**src/rtl/bank_reader.sv**
```systemverilog
`timescale 1ns/1ps
`default_nettype none
// ============================================================================
// bank_reader : strided bank read initiator with 2-entry credit-gated FWFT FIFO
// Rev 1.0
// ============================================================================
module bank_reader #(
  parameter int W = 128,
  parameter int A = 9
) (
  input  logic         clk,
  input  logic         rst_n,
  input  logic         start_i,
  input  logic         abort_i,
  input  logic [A-1:0] base_addr_i,
  input  logic [A-1:0] stride_i,
  input  logic [A:0]   count_i,
  output logic         busy_o,
  output logic         done_o,
  output logic         rd_en_o,
  output logic [A-1:0] rd_addr_o,
  input  logic [W-1:0] rd_word_i,
  output logic         out_valid_o,
  input  logic         out_ready_i,
  output logic [W-1:0] out_data_o,
  output logic         out_last_o
);

  typedef enum logic [1:0] {
    ST_IDLE  = 2'd0,
    ST_RUN   = 2'd1,
    ST_DRAIN = 2'd2
  } state_t;

  state_t         state_q, state_d;
  logic [A-1:0]   addr_q, addr_d;
  logic [A-1:0]   stride_q, stride_d;
  logic [A:0]     remaining_q, remaining_d;
  logic           inflight_q, inflight_d;
  logic           inflight_last_q, inflight_last_d;
  logic           done_q, done_d;

  logic [W-1:0]   data_q [2];
  logic           last_q [2];
  logic           wr_ptr_q;
  logic           rd_ptr_q;
  logic [1:0]     occ_q;

  logic           w_pop;
  logic           w_push;
  logic           w_flush;
  logic           w_issue;
  logic [2:0]     w_credit;
  logic           w_final_issue;

  // Slots already committed: stored words plus the in-flight return, net of this cycle's pop.
  assign w_pop         = out_valid_o & out_ready_i;
  assign w_credit      = {1'b0, occ_q} + {2'b00, inflight_q} - {2'b00, w_pop};
  assign w_flush       = abort_i & (state_q != ST_IDLE);
  assign w_issue       = (state_q == ST_RUN) & ~abort_i & (w_credit < 3'd2);
  assign w_push        = inflight_q & ~w_flush;
  assign w_final_issue = (remaining_q == {{A{1'b0}}, 1'b1});

  always_comb begin
    state_d         = state_q;
    addr_d          = addr_q;
    stride_d        = stride_q;
    remaining_d     = remaining_q;
    inflight_d      = 1'b0;
    inflight_last_d = 1'b0;
    done_d          = 1'b0;
    case (state_q)
      ST_IDLE: begin
        if (start_i && !abort_i) begin
          addr_d      = base_addr_i;
          stride_d    = stride_i;
          remaining_d = count_i;
          if (count_i != '0) begin
            state_d = ST_RUN;
          end else begin
            done_d = 1'b1;
          end
        end
      end
      ST_RUN: begin
        if (abort_i) begin
          state_d = ST_IDLE;
        end else if (w_issue) begin
          addr_d          = addr_q + stride_q;
          remaining_d     = remaining_q - {{A{1'b0}}, 1'b1};
          inflight_d      = 1'b1;
          inflight_last_d = w_final_issue;
          if (w_final_issue) begin
            state_d = ST_DRAIN;
          end
        end
      end
      ST_DRAIN: begin
        if (abort_i) begin
          state_d = ST_IDLE;
        end else if (w_pop && out_last_o) begin
          state_d = ST_IDLE;
          done_d  = 1'b1;
        end
      end
      default: begin
        state_d = ST_IDLE;
      end
    endcase
  end

  always_ff @(posedge clk or negedge rst_n) begin
    if (!rst_n) begin
      state_q         <= ST_IDLE;
      addr_q          <= '0;
      stride_q        <= '0;
      remaining_q     <= '0;
      inflight_q      <= 1'b0;
      inflight_last_q <= 1'b0;
      done_q          <= 1'b0;
    end else begin
      state_q         <= state_d;
      addr_q          <= addr_d;
      stride_q        <= stride_d;
      remaining_q     <= remaining_d;
      inflight_q      <= inflight_d;
      inflight_last_q <= inflight_last_d;
      done_q          <= done_d;
    end
  end

  always_ff @(posedge clk or negedge rst_n) begin
    if (!rst_n) begin
      for (int i = 0; i < 2; i++) begin
        data_q[i] <= '0;
        last_q[i] <= 1'b0;
      end
      wr_ptr_q <= 1'b0;
      rd_ptr_q <= 1'b0;
      occ_q    <= 2'd0;
    end else if (w_flush) begin
      wr_ptr_q <= 1'b0;
      rd_ptr_q <= 1'b0;
      occ_q    <= 2'd0;
    end else begin
      if (w_push) begin
        data_q[wr_ptr_q] <= rd_word_i;
        last_q[wr_ptr_q] <= inflight_last_q;
        wr_ptr_q         <= ~wr_ptr_q;
      end
      if (w_pop) begin
        rd_ptr_q <= ~rd_ptr_q;
      end
      occ_q <= occ_q + {1'b0, w_push} - {1'b0, w_pop};
    end
  end

  // The credit gate must make a push into a full, non-popping FIFO impossible.
  a_no_overflow : assert property (@(posedge clk) disable iff (!rst_n)
    !(w_push && (occ_q == 2'd2) && !w_pop));

  assign busy_o      = (state_q != ST_IDLE);
  assign done_o      = done_q;
  assign rd_en_o     = w_issue;
  assign rd_addr_o   = addr_q;
  assign out_valid_o = (occ_q != 2'd0);
  assign out_data_o  = data_q[rd_ptr_q];
  assign out_last_o  = last_q[rd_ptr_q];

endmodule

`default_nettype wire

```
**config.mk**
```make
export PLATFORM = sky130hd
export DESIGN_NAME = bank_reader
export DESIGN_NICKNAME = d
export VERILOG_FILES = /design/src/rtl/bank_reader.sv
export SDC_FILE = /design/constraint.sdc
export NUM_CORES = 1
export LEC_CHECK = 0
export CORE_MARGIN = 8
export CORE_UTILIZATION = 55
export DETAILED_ROUTE_END_ITERATION = 12
export PLACE_DENSITY = 0.95
export RECOVER_POWER = 100
export SLEW_MARGIN = 20
export SYNTH_ARGS = -nofsm -noshare
export SYNTH_HDL_FRONTEND = slang
export SYNTH_SLANG_ARGS = --single-unit
```
**constraint.sdc**
```tcl
create_clock -name clk -period 5.77 [get_ports clk]
set_clock_uncertainty 0.2 [all_clocks]
set_input_delay 1.154 -clock clk [delete_from_list [all_inputs] [get_ports clk]]
set_output_delay 1.154 -clock clk [all_outputs]
set_load 0.02 [all_outputs]
```
==> results.toml, run 1 <==
[sta]
setup_viol = 0
tightest_slew_ns = 3.20
rsz0062_at_grt = "false"
relSlewSlack = -1.13
worst_hold_slack_ns = 0.283
fmax_mhz = 184
hold_viol = 0
setup_tns_ns = 0
period_needed_ns = 5.43
finalCritPeriodShare = 0.940
slew_viol_final = 512

[clock_tree]
cts-root-buf = "clkbuf_16"
clkLatencyLatePin_ns = 0.54
cts_resized = 0
clockBufferDepth = 3
post_cts_buffers = 0
cts_tree = "built"
cts_hold_buffers = 0
cts_sinks = 295
cts.clk_slew.worst_paths_ns = 0.06
htreeDepth = 1
cts_inserted_buffers = 31

[die]
die_width_um = 174
die_h_um = 174
floorplan.rows = 58
num_io_pins = 303
dieArea_um2 = 30300
start_util = 0.552
core-area_um2 = 24900

[worst_setup_path]
critical_path_required_ns = 4.42
critical_path_class = "in -> out"
r2r_slack_ns = 1.59
reg2reg_from = "state_q[0]"
crit_path_start = "out_ready_i"
critPathLaunchType = "input port"
critical_path.slowest_cell = "dlygate4sd3_1"
reg2regPathDepth = 5
crit_end = "rd_en_o"
critPathMaxStageDelay_ns = 0.71
crit_fanout = 6
crit_chain = "clkdlybuf4s50_1 -> and3b_1 -> o21ai_0 -> fa_1 -> nor4bb_1 -> nand2_1 -> inv_1 -> dlygate4sd3_1"
cp.arrival_ns = 4.07
r2r_end = "data_q[53]"
cp-end-kind = "primary output"

[synthesis]
synth_flop_cell = "dfrtp_1"
ys_ff_latch = 295
ys_top_cells_by_area = "dfrtp_1 54%, mux2_2 23%, mux2_4 12%"
yosysWarnings = 0
syn_area_per_cell_um2 = 14.5
synth_cell_types = 52
synthCells = 948
synth-seq-area-share = 0.537
synth_area_um2 = 13700
synth_nets = 1123
synthDominantCellAreaShare = 0.537
synth_area_leader_cell = "dfrtp_1"
synth_edf_count = 0
ys_async_sr_fraction = 1.00

[cells_and_area]
multi_input_area_um2 = 5600
drive_gt1_frac = 0.269
fill_cells = 1685
flow.area_growth_from_synthesis_pct = 28.6
fin_nets = 1418
regArea_um2 = 7390

[power_and_ir_drop]
p_per_area_nw_per_um2 = 578
swShare = 0.348
p_comb_frac = 0.443
vdd_ir_drop_max_v = 0.000383
p_int_uw = 6660
power_switching_uw = 3550
p_leak_uw = 0.00810
power_frac_seq = 0.345
clkPwrFrac = 0.213

[global_route]
first_global_vias = 9943
grt_max_degree = 130
antenna_found_initial = 3
grt_overflow = 0
grt_pass1_wl_um = 55500
grt.total_usage = 0.225

[detailed_routing]
vias = 8899
wire_per_inst_um = 21.5
wl_um = 34400
routed_via_density = 5.57
route.detailed.drc = 0
initialDrtViolationCount = 405
drtPass1Iterations = 5
drt.antenna.violating_nets = 0

[placed_design]
gp_congestion = 0.849
io_buffers = 302
hpwlAfterDp_um = 23100

[run_status]
violations = "max-capacitance violations, max-slew violations"
outcome = "complete, but fails checks"

[hold_path]
hold_start = "stride_q[6]"
hold_path.class = "reg -> reg"

[run]
max_cap_violations = 7
worst min path at each step:
stage                             end  cells past startpoint
after floorplan           stride_q[0]                      2
after global placement    stride_q[0]                      2
after detailed placement  stride_q[6]                      2
after CTS                 stride_q[6]                      2
after global routing      data_q[154]                      1
final                     stride_q[6]                      2
worst max-delay path: cells and delay by family:
kind	cells	cell delay, ns
fa+ha+maj	1	0.51
simple gates	3	0.86
compound gates	1	0.12
buf+inv	3	1.42
layout make-up:
| cell class | instances | area share |
|---|---|---|
| well taps | 330 | 0.0234 |
| inverters | 10 | 0.00212 |
| clock buffers | 41 | 0.0506 |
| repair buffers | 314 | 0.175 |
| multi-input cells | 591 | 0.317 |
| clock inverters | 16 | 0.0138 |
| diodes | 2 | 0.000283 |
| flip-flops and latches | 295 | 0.418 |
stage by stage:
stage	std cells	util	cell area [um^2]	setup slack (ns)	total power, uW
floorplan	948	-	13700	1.77	6570
global placement	1539	0.685	17000	0.447	8420
detailed placement	1540	0.685	17100	0.341	8630
CTS	1597	0.731	18200	0.318	10900
global route	1599	0.710	17700	0.176	10700
finish	1599	0.710	17700	0.345	10200
layer usage:
layer | global-route usage | vias to the layer above | part of all wire | routed length (um)
met5 | 0 | - | 0.00035 | 12
met4 | 0.0773 | 2 | 0.037 | 1290
met3 | 0.0584 | 80 | 0.069 | 2370
met2 | 0.384 | 330 | 0.49 | 17000
met1 | 0.273 | 4497 | 0.40 | 13700
li1 | - | 3990 | - | -
kinds of logic (layout without fill, tap and decap cells):
family          count (synthesis)  in the layout  synth area share
compound gates                 69             69            0.0301
fa+ha+maj                      14             14            0.0138
other cells                     0              2                 0
buf+inv                        62            381            0.0253
xor+xnor                        6              6           0.00382
simple gates                  110            110            0.0391
mux                           392            392             0.351
flops                         295            295             0.537
synth_stat cells (2+ instances only):
library cell  number
a21oi_1           21
buf_2             14
a2bb2oi_1          2
o22ai_1            3
or2_4              2
nor4_1             4
mux2i_1            3
mux2_2           279
xnor2_1            5
nor3_1            12
mux2_4           109
or4_1              2
buf_1              2
clkbuf_1          23
a31oi_1            4
o22a_1             2
nand3_1            7
nor2b_1            3
dfrtp_1          295
fa_1               2
a2111oi_0          2
o21ai_0           22
nor2_1            24
nand2_1           40
buf_6             13
ha_1              12
a211oi_1           3
a21o_1             3
nand2b_1           2
and2_1             2
inv_1             10
power groups by stage:
| stage | sequential (uW) | clock [uW] | combinational (uW) |
|---|---|---|---|
| 3_3_place_gp | 3450 | 0 | 4970 |
| 5_1_grt | 3630 | 2290 | 4800 |
| 6_report | 3520 | 2170 | 4520 |
| 4_1_cts | 3540 | 2210 | 5170 |
| 3_5_place_dp | 3530 | 0 | 5100 |
| 2_1_floorplan | 3390 | 0 | 3180 |
cell usage in the layout (no fill, tap or decap), types with 2 or more instances in the layout:
master,count
a2111oi_0,2
a211oi_1,3
a21o_1,3
a21oi_1,21
a2bb2oi_1,2
a31oi_1,4
and2_0,2
bufinv_16,6
clkbuf_1,4
clkbuf_16,31
clkbuf_2,8
clkbuf_8,8
clkdlybuf4s50_1,168
clkinv_2,6
clkinv_4,3
dfrtp_1,294
diode_2,2
dlygate4sd3_1,133
fa_1,2
ha_1,12
inv_1,10
mux2_1,119
mux2_2,268
mux2_4,2
mux2i_1,3
nand2_1,41
nand2b_1,2
nand3_1,7
nor2_1,24
nor2b_1,3
nor3_1,12
nor4_1,4
o21ai_0,22
o22a_1,2
o22ai_1,3
or4_1,2
xnor2_1,5
sequential cells by signal (all words and copies together), names as in the netlist:
| signal | count |
|---|---|
| remaining_q | 10 |
| rd_ptr_q | 1 |
| rd_addr_o | 9 |
| data_q | 256 |
| stride_q | 9 |
| last_q | 2 |
| occ_q | 2 |
| wr_ptr_q | 1 |
| inflight_q | 1 |
| inflight_last_q | 1 |
| state_q | 2 |
| done_o | 1 |
(Power assumes the default switching activity.)
==> run 2, diff against run 1 <==
--- a/config.mk
+++ b/config.mk
@@ -10,6 +10,7 @@
 export DETAILED_ROUTE_END_ITERATION = 12
 export PLACE_DENSITY = 0.95
 export RECOVER_POWER = 100
+export SETUP_SLACK_MARGIN = 0.3
 export SLEW_MARGIN = 20
 export SYNTH_ARGS = -nofsm -noshare
 export SYNTH_HDL_FRONTEND = slang
==> run 2 against run 1 <==
The flow still finishes with violations (max-capacitance violations, max-slew violations). Highest routed layer unchanged. Via count up 0.38%. Cell area is essentially flat. First-iteration DRC count rose by 11%. Count of clock-buffer cells in the layout unchanged. Hold slack worse by 0.0033 ns. Largest power group unchanged. Clock power is essentially flat. Critical path depth did not move.
==> results.toml, run 2 (synthesis gave the netlist of run 1 again) <==
[run_status]
outcome = "complete, but fails checks"
violations = "max-capacitance violations, max-slew violations"

[detailed_routing]
vias = 8933
drt.antenna.violating_nets = 0
route.detailed.drc = 0
wire_per_inst_um = 21.5
routed_via_density = 5.59
drtPass1Iterations = 6
wl_um = 34400
initialDrtViolationCount = 449

[global_route]
first_global_vias = 9943
antenna_found_initial = 3
grt.total_usage = 0.225
grt_overflow = 0
grt_max_degree = 130
grt_pass1_wl_um = 55500

[die]
num_io_pins = 303
start_util = 0.552
dieArea_um2 = 30300
die_h_um = 174
die_width_um = 174
floorplan.rows = 58
core-area_um2 = 24900

[worst_setup_path]
crit_family = "buffers and inverters"
critical_path.slowest_cell = "dlygate4sd3_1"
path_common_cell = "dlygate4sd3_1"
reg2regPathDepth = 5
crit_chain = "dlygate4sd3_1 -> and3b_1 -> o21ai_0 -> fa_1 -> nor4bb_2 -> nand2_1 -> inv_1 -> dlygate4sd3_1"
critPathMaxStageDelay_ns = 0.71
cp.arrival_ns = 4.08
critPathLaunchType = "input port"
crit_fanout = 6
critical_path_required_ns = 4.42
path_depth = 8
cp-end-kind = "primary output"
critPathBufInv = 3
critical_path_class = "in -> out"

[cells_and_area]
largest_registers = "data_q (256), remaining_q (10)"
drive_gt1_frac = 0.270
fill_cells = 1685
fin_nets = 1418
final_common_cell = "dfrtp_1"
flow.area_growth_from_synthesis_pct = 28.6
largest_reg_flops = 256
final_cell_mix = "294 x dfrtp_1, 268 x mux2_2, 167 x clkdlybuf4s50_1"
largest_register = "data_q"

[power_and_ir_drop]
power_uw = 10200
p_leak_uw = 0.00811
p_per_area_nw_per_um2 = 577
vdd_ir_drop_max_v = 0.000383

[clock_tree]
clkLatencyLatePin_ns = 0.54
cts_inserted_buffers = 31
clockBufferDepth = 3
post_cts_buffers = 0
cts_sinks = 295
htreeDepth = 1
cts.clk_slew.worst_paths_ns = 0.06
cts_resized = 0
cts-root-buf = "clkbuf_16"
cts_hold_buffers = 0
cts_tree = "built"

[sta]
rsz0062_at_grt = "false"
relSlewSlack = -1.13
period_needed_ns = 5.43
hold_viol = 0
setup_viol = 0
setup_tns_ns = 0
slew_viol_final = 512
finalCritPeriodShare = 0.942
tightest_slew_ns = 3.20
fmax_mhz = 184

[run]
max_cap_violations = 7

[hold_path]
hold_depth = 2
hold_path.class = "reg -> reg"

[placed_design]
io_buffers = 302
gp_congestion = 0.849
hpwlAfterDp_um = 23100
[run 2: changes by cell type in the layout (fill, tap and decap cells not counted)]
cell,delta
clkdlybuf4s50_1,-1
dlygate4sd3_1,+1
nor4bb_1,-1
nor4bb_2,+1
[run 2: layout make-up]
cell class / instances / area [um^2] / share of cell area
antenna: 2 / 5.00 / 0.000283
timing repair buffer: 314 / 3090 / 0.175
inverter: 10 / 37.5 / 0.00212
sequential: 295 / 7390 / 0.418
clock buffer: 41 / 893 / 0.0505
multi-input combinational: 591 / 5610 / 0.317
tap: 330 / 413 / 0.0234
clock inverter: 16 / 244 / 0.0138
[run 2: routing by layer]
layer,GRT usage,up-vias,part of all wire
li1,-,3988,-
met1,0.273,4504,0.40
met2,0.384,359,0.50
met3,0.0584,80,0.071
met4,0.0773,2,0.037
met5,0,-,0.00035
[run 2: final timing paths]
kind                                  start           to  slack [ns]
worst max-delay path            out_ready_i      rd_en_o        0.34
min in group asynchronous             rst_n   data_q[44]        1.47
worst min-delay path            stride_q[6]  stride_q[6]        0.28
worst max register to register   state_q[0]   data_q[53]        1.58
worst min register to register  stride_q[6]  stride_q[6]        0.28
max in group asynchronous             rst_n  data_q[152]        1.08
[run 2: power by group]
group	internal (uW)	switching [uW]	leakage (uW)	total, uW
Sequential	2990	522	0.00371	3520
Clock	1350	817	0.000563	2170
Combinational	2310	2210	0.00383	4520
[run 2: tightest hold or removal path, stage by stage (launching register included)]
cell and delay (ns):
dfrtp_1 0.35, nand2_1 0.05, nand2_1 0.05
[run 2: per-stage QoR]
stage | setup WS (ns) | hold slack (ns) | std cells | util | cell area (um^2)
after floorplan | 1.77 | 0.250 | 948 | - | 13700
after global placement | 0.447 | 0.263 | 1539 | 0.685 | 17000
after detailed placement | 0.341 | 0.268 | 1540 | 0.685 | 17100
after CTS | 0.318 | 0.283 | 1597 | 0.731 | 18200
after global routing | 0.214 | 0.305 | 1599 | 0.710 | 17700
final | 0.336 | 0.280 | 1599 | 0.710 | 17700
==> run 3, diff against run 2 <==
--- a/config.mk
+++ b/config.mk
@@ -6,9 +6,9 @@
 export NUM_CORES = 1
 export LEC_CHECK = 0
 export CORE_MARGIN = 8
-export CORE_UTILIZATION = 55
+export CORE_UTILIZATION = 35
 export DETAILED_ROUTE_END_ITERATION = 12
-export PLACE_DENSITY = 0.95
+export PLACE_DENSITY = 0.69
 export RECOVER_POWER = 100
 export SETUP_SLACK_MARGIN = 0.3
 export SLEW_MARGIN = 20
==> run 3 against run 2 <==
The flow still finishes with violations (max-capacitance violations, max-slew violations). Maximum frequency is 0.22% higher. Critical path depth stayed put. Hold slack better by 0.0022 ns. Total power fell by 1.4%. Die area grew 51%. First-iteration DRC count down 22%. Critical endpoint unchanged. Critical path type unchanged. Global-route usage fell by 8.0 points.
==> results.toml, run 3 (synthesis gave the netlist of run 1 again) <==
[clock_tree]
cts_inserted_buffers = 35
cts-root-buf = "clkbuf_16"
cts_sinks = 295
cts_resized = 0
cts_hold_buffers = 0
clkLatencyLatePin_ns = 0.52
clockBufferDepth = 3
cts.clk_slew.worst_paths_ns = 0.05
htreeDepth = 2
cts_tree = "built"
post_cts_buffers = 0

[run_status]
outcome = "complete, but fails checks"
violations = "max-capacitance violations, max-slew violations"

[placed_design]
gp_congestion = 0.814
hpwlAfterDp_um = 22500
placed_cell_area_um2 = 17300
dp.cells = 1728
io_buffers = 302

[cells_and_area]
flow.area_growth_from_synthesis_pct = 30.2
fin_nets = 1422
fin_area_um2 = 17900
final_cell_mix = "295 x dfrtp_1, 272 x mux2_2, 174 x clkdlybuf4s50_1"
largest_registers = "data_q (256), remaining_q (10)"
antenna_cells = 0
largest_register = "data_q"
fill_cells = 3507
largest_reg_flops = 256
drive_gt1_frac = 0.265
stdcell_count = 1790
final_common_cell = "dfrtp_1"

[worst_setup_path]
critical_path_required_ns = 4.42
r2r_end = "data_q[57]"
cp.arrival_ns = 4.07
crit_fanout = 5
path_common_cell = "dlygate4sd3_1"
crit_path_start = "out_ready_i"
reg2regPathDepth = 5
r2r_slack_ns = 1.31
critical_path.slowest_cell = "dlygate4sd3_1"
cp-end-kind = "primary output"
critPathBufInv = 3
crit_chain = "dlygate4sd3_1 -> and3b_1 -> o21ai_0 -> fa_1 -> nor4bb_1 -> nand2_1 -> inv_1 -> dlygate4sd3_1"
critical_path_class = "in -> out"
reg2reg_from = "state_q[0]"
critPathMaxStageDelay_ns = 0.70
crit_family = "buffers and inverters"
critPathLaunchType = "input port"

[sta]
setup_viol = 0
setup_tns_ns = 0
finalCritPeriodShare = 0.940
period_needed_ns = 5.42
slew_viol_final = 370
hold_viol = 0
relSlewSlack = -1.03
rsz0062_at_grt = "false"
worst_hold_slack_ns = 0.282
fmax_mhz = 184
tightest_slew_ns = 3.04

[detailed_routing]
drtPass1Iterations = 4
wl_um = 33400
route.detailed.drc = 0
wire_per_inst_um = 18.7
routed_via_density = 4.84
drt.antenna.violating_nets = 0
vias = 8672
initialDrtViolationCount = 352

[hold_path]
hold_path.class = "reg -> reg"
hold_start = "data_q[250]"
hold_depth = 1
min_to = "data_q[250]"

[die]
start_util = 0.355
dieArea_um2 = 45900
core-area_um2 = 38700
die_width_um = 214
die_h_um = 214
num_io_pins = 303
floorplan.rows = 72

[power_and_ir_drop]
p_per_area_nw_per_um2 = 562
p_leak_uw = 0.00808
power_uw = 10100
vdd_ir_drop_max_v = 0.000328

[global_route]
grt_pass1_wl_um = 54200
first_global_vias = 9340
grt_overflow = 0
antenna_found_initial = 1
grt.total_usage = 0.145
grt_max_degree = 129

[run]
max_cap_violations = 5
==> run 3: changes by cell type in the layout (fill, tap and decap cells not counted), moves of 4 or more <==
cell,before,now
mux2_1,119,115
clkbuf_1,4,17
clkbuf_16,31,37
clkinv_2,6,1
bufinv_16,6,0
clkdlybuf4s50_1,167,174
mux2_2,268,272
dlygate4sd3_1,134,127
==> run 3: layout make-up <==
cell class | count | area (um^2) | share of cell area
clock inverter | 2 | 13.8 | 0.000769
inverter | 10 | 37.5 | 0.00210
tap | 518 | 648 | 0.0362
clock buffer | 60 | 1100 | 0.0616
sequential | 295 | 7380 | 0.413
multi-input combinational | 591 | 5600 | 0.313
timing repair buffer | 314 | 3110 | 0.174
==> run 3: where the power goes <==
part           internal (uW)  total (uW)  switching (uW)
Clock                   1290        2130             837
Sequential              2990        3490             503
Combinational           2310        4440            2120
==> run 3: worst max-delay path by stage <==
stage / endpoint / cells past startpoint
floorplan: rd_en_o / 6
global placement: rd_en_o / 8
detailed placement: rd_en_o / 8
CTS: rd_en_o / 8
global route: out_data_o[99] / 3
finish: rd_en_o / 8
==> run 3: through the flow <==
stage,utilization,setup slack [ns]
after global routing,0.462,0.159
final,0.462,0.348
after CTS,0.475,0.464
after global placement,0.446,0.555
after detailed placement,0.446,0.478
after floorplan,-,1.77
==> run 3: routing by layer <==
metal | vias to the layer above | wire length [um] | GRT usage
li1 | 3993 | - | -
met1 | 4390 | 15200 | 0.193
met2 | 237 | 15400 | 0.224
met3 | 52 | 2050 | 0.0467
met4 | 0 | 737 | 0.0388
met5 | - | 0 | 0
